**config.mk**
```make
export PLATFORM = sky130hd
export DESIGN_NAME = id_ex_register
export DESIGN_NICKNAME = d
export VERILOG_FILES = /design/src/rtl/id_ex_register.sv
export SDC_FILE = /design/constraint.sdc
export NUM_CORES = 1
export LEC_CHECK = 0
export CAP_MARGIN = 15
export CORE_MARGIN = 4
export CORE_UTILIZATION = 44
export CTS_CLUSTER_SIZE = 30
export DETAILED_ROUTE_END_ITERATION = 10
export GPL_ROUTABILITY_DRIVEN = 0
export PLACE_DENSITY_LB_ADDON = 0.12
export SLEW_MARGIN = 20
export SYNTH_ARGS = -nofsm -noshare
export SYNTH_HDL_FRONTEND = slang
export SYNTH_SLANG_ARGS = --single-unit
```
**constraint.sdc**
```tcl
create_clock -name clk_i -period 3.1 [get_ports clk_i]
set_input_delay 0.465 -clock clk_i [delete_from_list [all_inputs] [get_ports clk_i]]
set_output_delay 0.465 -clock clk_i [all_outputs]
set_load 0.02 [all_outputs]
```
**src/rtl/id_ex_register.sv**
```systemverilog
// ID/EX pipeline register: captures decoded control and operands from ID,
// supports stall (hold) and flush (bubble), and counts inserted bubbles.
module id_ex_register #(
    parameter int unsigned CNT_W = 16
) (
    input  logic              clk_i,
    input  logic              rst_i,
    input  logic              stall_i,
    input  logic              flush_i,
    input  logic              valid_i,
    input  logic              RegWrite_i,
    input  logic              MemtoReg_i,
    input  logic              MemRead_i,
    input  logic              MemWrite_i,
    input  logic              ALUSrc_i,
    input  logic              RegDst_i,
    input  logic [1:0]        ALUOp_i,
    input  logic [31:0]       RSdata_i,
    input  logic [31:0]       RTdata_i,
    input  logic [15:0]       imm_i,
    input  logic [4:0]        RSaddr_i,
    input  logic [4:0]        RTaddr_i,
    input  logic [4:0]        RDaddr_i,
    output logic              RegWrite_o,
    output logic              MemtoReg_o,
    output logic              MemRead_o,
    output logic              MemWrite_o,
    output logic              ALUSrc_o,
    output logic              RegDst_o,
    output logic [1:0]        ALUOp_o,
    output logic [31:0]       RSdata_o,
    output logic [31:0]       RTdata_o,
    output logic [31:0]       imm_o,
    output logic [4:0]        RSaddr_o,
    output logic [4:0]        RTaddr_o,
    output logic [4:0]        RDaddr_o,
    output logic [5:0]        funct_o,
    output logic              valid_o,
    output logic [CNT_W-1:0]  bubble_cnt_o
);

    localparam int unsigned DATA_W  = 32;
    localparam int unsigned IMM_W   = 16;
    localparam int unsigned ADDR_W  = 5;
    localparam int unsigned ALUOP_W = 2;
    localparam int unsigned FUNCT_W = 6;

    typedef enum logic {
        EMPTY = 1'b0,
        FULL  = 1'b1
    } state_t;

    typedef struct packed {
        logic               reg_write;
        logic               mem_to_reg;
        logic               mem_read;
        logic               mem_write;
        logic               alu_src;
        logic               reg_dst;
        logic [ALUOP_W-1:0] alu_op;
    } ctrl_t;

    typedef struct packed {
        logic [DATA_W-1:0] rs_data;
        logic [DATA_W-1:0] rt_data;
        logic [DATA_W-1:0] imm;
        logic [ADDR_W-1:0] rs_addr;
        logic [ADDR_W-1:0] rt_addr;
        logic [ADDR_W-1:0] rd_addr;
    } data_t;

    state_t           state_q, state_d;
    ctrl_t            ctrl_q, ctrl_d;
    data_t            data_q, data_d;
    logic [CNT_W-1:0] cnt_q, cnt_d;
    logic             bubble_c;

    // State register: everything clears asynchronously, including held contents.
    always_ff @(posedge clk_i or negedge rst_i) begin
        if (!rst_i) begin
            state_q <= EMPTY;
            ctrl_q  <= '0;
            data_q  <= '0;
            cnt_q   <= '0;
        end else begin
            state_q <= state_d;
            ctrl_q  <= ctrl_d;
            data_q  <= data_d;
            cnt_q   <= cnt_d;
        end
    end

    // Next-state: flush beats stall beats load; flush writes constants so X inputs cannot leak.
    always_comb begin
        state_d  = state_q;
        ctrl_d   = ctrl_q;
        data_d   = data_q;
        cnt_d    = cnt_q;
        bubble_c = 1'b0;

        if (flush_i) begin
            state_d  = EMPTY;
            ctrl_d   = '0;
            data_d   = '0;
            bubble_c = 1'b1;
        end else if (!stall_i) begin
            data_d.rs_data = RSdata_i;
            data_d.rt_data = RTdata_i;
            data_d.imm     = {{(DATA_W-IMM_W){imm_i[IMM_W-1]}}, imm_i};
            data_d.rs_addr = RSaddr_i;
            data_d.rt_addr = RTaddr_i;
            data_d.rd_addr = RDaddr_i;
            if (valid_i) begin
                state_d           = FULL;
                ctrl_d.reg_write  = RegWrite_i;
                ctrl_d.mem_to_reg = MemtoReg_i;
                ctrl_d.mem_read   = MemRead_i;
                ctrl_d.mem_write  = MemWrite_i;
                ctrl_d.alu_src    = ALUSrc_i;
                ctrl_d.reg_dst    = RegDst_i;
                ctrl_d.alu_op     = ALUOp_i;
            end else begin
                state_d  = EMPTY;
                ctrl_d   = '0;
                bubble_c = 1'b1;
            end
        end

        if (bubble_c && (cnt_q != {CNT_W{1'b1}})) begin
            cnt_d = cnt_q + CNT_W'(1);
        end
    end

    assign RegWrite_o   = ctrl_q.reg_write;
    assign MemtoReg_o   = ctrl_q.mem_to_reg;
    assign MemRead_o    = ctrl_q.mem_read;
    assign MemWrite_o   = ctrl_q.mem_write;
    assign ALUSrc_o     = ctrl_q.alu_src;
    assign RegDst_o     = ctrl_q.reg_dst;
    assign ALUOp_o      = ctrl_q.alu_op;
    assign RSdata_o     = data_q.rs_data;
    assign RTdata_o     = data_q.rt_data;
    assign imm_o        = data_q.imm;
    assign RSaddr_o     = data_q.rs_addr;
    assign RTaddr_o     = data_q.rt_addr;
    assign RDaddr_o     = data_q.rd_addr;
    assign funct_o      = data_q.imm[FUNCT_W-1:0];
    assign valid_o      = (state_q == FULL);
    assign bubble_cnt_o = cnt_q;

endmodule

```
==> Yosys cells after proc, flatten, opt, wreduce, memory -nomap -nowiden <==
Cells that the tools add are included.
{ "classes": {"addsub": 1, "eq_ne": 2, "n_mux": 11, "reduce_logical": 1} }
{ "op_table": {"columns": ["operator", "n"], "rows": [
  ["$mux 111", 2],
  ["$mux 8", 3],
  ["$add 16x1->16 const B", 1],
  ["$ne 16x16->1 const B", 1],
  ["$mux 1", 6],
  ["$ne 2x1->1 const B", 1],
  ["$logic_and 1x1->1", 1]
]} }
{ "totals": {"regBits": 136, "in_bits": 108, "out_inout_bits": 142, "wordCells": 30} }

==> Logic depth before layout (Yosys ltp) <==
{ "depth": {"word_depth": 4, "depth_mapped": 5, "mapped_depth_nobuf": 5} }

==> Worst setup path before layout <==
Ideal clock, no wire load.
{ "synth_timing": {"path_type": "register to register", "startpoint": "register cnt_q[0] (netlist: bubble_cnt_o[0])", "endpoint": "register cnt_q[9] (netlist: bubble_cnt_o[9])", "setup_time_ns": 0.135, "arrival_ns": 1.616, "path_slack_ns": 1.349, "stages_incl_launch_ff": 6, "path_buffers": 0, "period_less_slack_ns": 1.751, "path_cell_list": "dfrtp_1 ha_1 nand4_2 o41ai_4 nor3_1 xor2_1"} }
{ "synth_between": {"elab_chain_cells": 2} }
{ "synth_rtl": {"columns": ["item", "line", "source"], "rows": [
  ["start, declared", "75", "logic [CNT_W-1:0] cnt_q, cnt_d;"],
  ["start signal, assigned", "89", "cnt_q <= cnt_d;"],
  ["parallel branches: the longest is 2 deep, another holds $add 16x1->16", null, null]
]} }
Parallel ways; which one is timed is not known.
A chain may end at the register's enable or synchronous reset.

==> run metrics <==
sequential fraction of the synthesis area 58.4%; CTS max path bufs 2; min-delay worst type in -> async; Power Density 548 mW/mm^2; unrepaired setup endpoints after global routing false; Max Slew Vio Count 0; DR vias 4098; fraction of layout cells with a size suffix above 1 5.68%; Async SR Flop Fraction 100%; H-tree levels 4; Worst-path clk slew 0.05 ns; Levels on crit path 1; I/O Pins 250; clock tree from TritonCTS yes; DIE AREA 0.0135 sq mm; antenna violations before repair 0; Worst-Margin Slew 0.653 ns; Tmin final 2.21 ns; Worst Setup Start Kind flip-flop; number of hold buffers added after cts 1; TNS Setup 0 ns; initial drt markers 207; core area 0.0114 sq mm; xor/xnor share of the synthesized area 2.55%; DRC 0; Synth Area in Simple Gates 12.9%; Post-Synth Adder-Cell Area 0.243%; Synth warnings 0; Final Non-Filler Cells 830; largest net degree at the start of global routing 60; Slew Limit Headroom 56.5%; CP max stage delay 0.71 ns; Tot GR Track Use 21.7%; count of cell types in the netlist 28; final antenna diode count 0; crit path capture type output pin; status finished, final reports clean; Sink Count 120; CP delay by family, top buffers and inverters; multiplexer area fraction after synthesis 18.5%; Max Cap Viol 0; worst skew pair latency 0.41 ns; Leakage 3.78 nW; FILL cells 839; Post-Syn Nets 558; setup bufs post-CTS 0; Crit Path Max Fanout 18; Slowest-stage cell, CP clkdlybuf4s50_1; Most used DFF post-synth dfrtp_1; Avg Cell Area, Syn 11.5 sq um; most common cell after layout, fill and taps aside clkdlybuf4s50_1; vias in the first global route 4230; first-pass GRT wire length 22.4 mm; most frequent cells in the layout 246 x clkdlybuf4s50_1, 120 x dfrtp_1, 113 x nor2_1; die height 116 um; Congestion Overflow GR 0; largest family of logic cells by synthesized area multiplexers; # port buffers 249; Max Freq 452 MHz; area grow syn2layout 58.0%; Synth Area in Compound Gates 2.07%; Worst VDD drop 534 uV; gate count of the mapped netlist 449; #FFs+latches synth 120; Final Setup Violations 0; nets 785; dpl cells 799; drt total wl 14.5 mm; Buf+Inv Stages, Crit Path 1; Resized Gates After CTS 0; TritonCTS Buffers 17; EDFF count, synth 0; Hold Vio Cnt, Final 0; Initial Utilization 45.1%; worst-path cell chain clkdlybuf4s50_1; CP required 2.63 ns; Worst R2R Path Depth 5; DP Wirelength 10.5 mm; Die W 116 um; WP data arrival 1.75 ns; vias per inst 4.94; drt wl/cell 17.5 um; CTS root buf clkbuf_16; Site Rows 39; Initial DRT Pass Iterations 4; CP Class reg -> out; synthesized area 0.00515 sq mm; Fin Clk Skew 0.00470 ns; antenna-violating nets left 0; crit share post-route 71.3%
-- sequential cells by signal (all words and copies together) (netlist names), 2 cells and up --
signal and cells:
ALUOp_o 2, RSdata_o 32, RSaddr_o 5, bubble_cnt_o 16, RTdata_o 32, RDaddr_o 5
RTaddr_o 5, imm_o 16
-- per-layer routing --
layer | track usage, % | wire length (um)
met5 | 0 | 0
met3 | 7.93 | 1250
met2 | 37.4 | 7490
met4 | 9.67 | 360
met1 | 24.2 | 5430
-- logic make-up (layout without fill, tap and decap cells) --
kind of cell,count (synthesis),count (layout)
xor+xnor,15,15
simple gates,157,157
mux,95,95
compound gates,13,13
flops,120,120
fa+ha+maj,1,1
buf+inv,48,286
-- path summary, 6_finish.rpt --
| kind | startpoint | to | slack, ns |
|---|---|---|---|
| worst max-delay path | imm_o[30] | imm_o[26] | 0.89 |
| worst min-delay path | rst_i | RTdata_o[3] | 0.45 |
| worst max register to register | bubble_cnt_o[0] | bubble_cnt_o[13] | 1.31 |
| worst min register to register | ALUSrc_o | ALUSrc_o | 0.51 |
| max in group asynchronous | rst_i | RSdata_o[10] | 1.77 |
| min in group clk_i | ALUSrc_o | ALUSrc_o | 0.51 |
-- power breakdown --
part	internal, mW	total, mW	switching, mW
clock	1.11	1.74	0.630
sequential	1.69	1.80	0.115
combinational	0.470	0.908	0.437
-- final cells by class --
type / instances / area, sq um / share of cell area, %
Tap cell: 143 / 179 / 2.20
Timing Repair Buffer: 256 / 2560 / 31.4
Multi-Input combinational cell: 281 / 1870 / 23.0
Clock inverter: 3 / 15.0 / 0.185
Sequential cell: 120 / 3000 / 36.9
Clock buffer: 27 / 513 / 6.31
-- Yosys cell counts, types with 3 or more instances --
| library cell | instances | share of area, % |
|---|---|---|
| a21oi_1 | 8 | 0.78 |
| and3_1 | 3 | 0.36 |
| and4_1 | 4 | 0.68 |
| buf_2 | 11 | 1.1 |
| buf_4 | 22 | 3.2 |
| clkbuf_1 | 14 | 1.0 |
| dfrtp_1 | 120 | 58 |
| mux2i_1 | 95 | 18 |
| nand2_1 | 19 | 1.4 |
| nand3_1 | 4 | 0.39 |
| nand4_1 | 5 | 0.61 |
| nor2_1 | 113 | 8.2 |
| nor3_1 | 3 | 0.29 |
| xnor2_1 | 10 | 1.7 |
| xor2_1 | 5 | 0.85 |
-- stage by stage --
stage | utilization (%) | hold slack (ns) | power (mW) | worst slack, ns | area [sq um]
floorplan | - | 0.169 | 2.25 | 1.35 | 5150
global placement | 66.5 | 0.335 | 2.72 | 1.05 | 7590
detailed placement | 66.5 | 0.338 | 2.74 | 0.993 | 7590
CTS | 71.2 | 0.443 | 4.50 | 0.860 | 8130
global route | 71.2 | 0.479 | 4.65 | 0.797 | 8130
finish | 71.2 | 0.452 | 4.45 | 0.890 | 8130
Power figures use the tool's default switching activity.
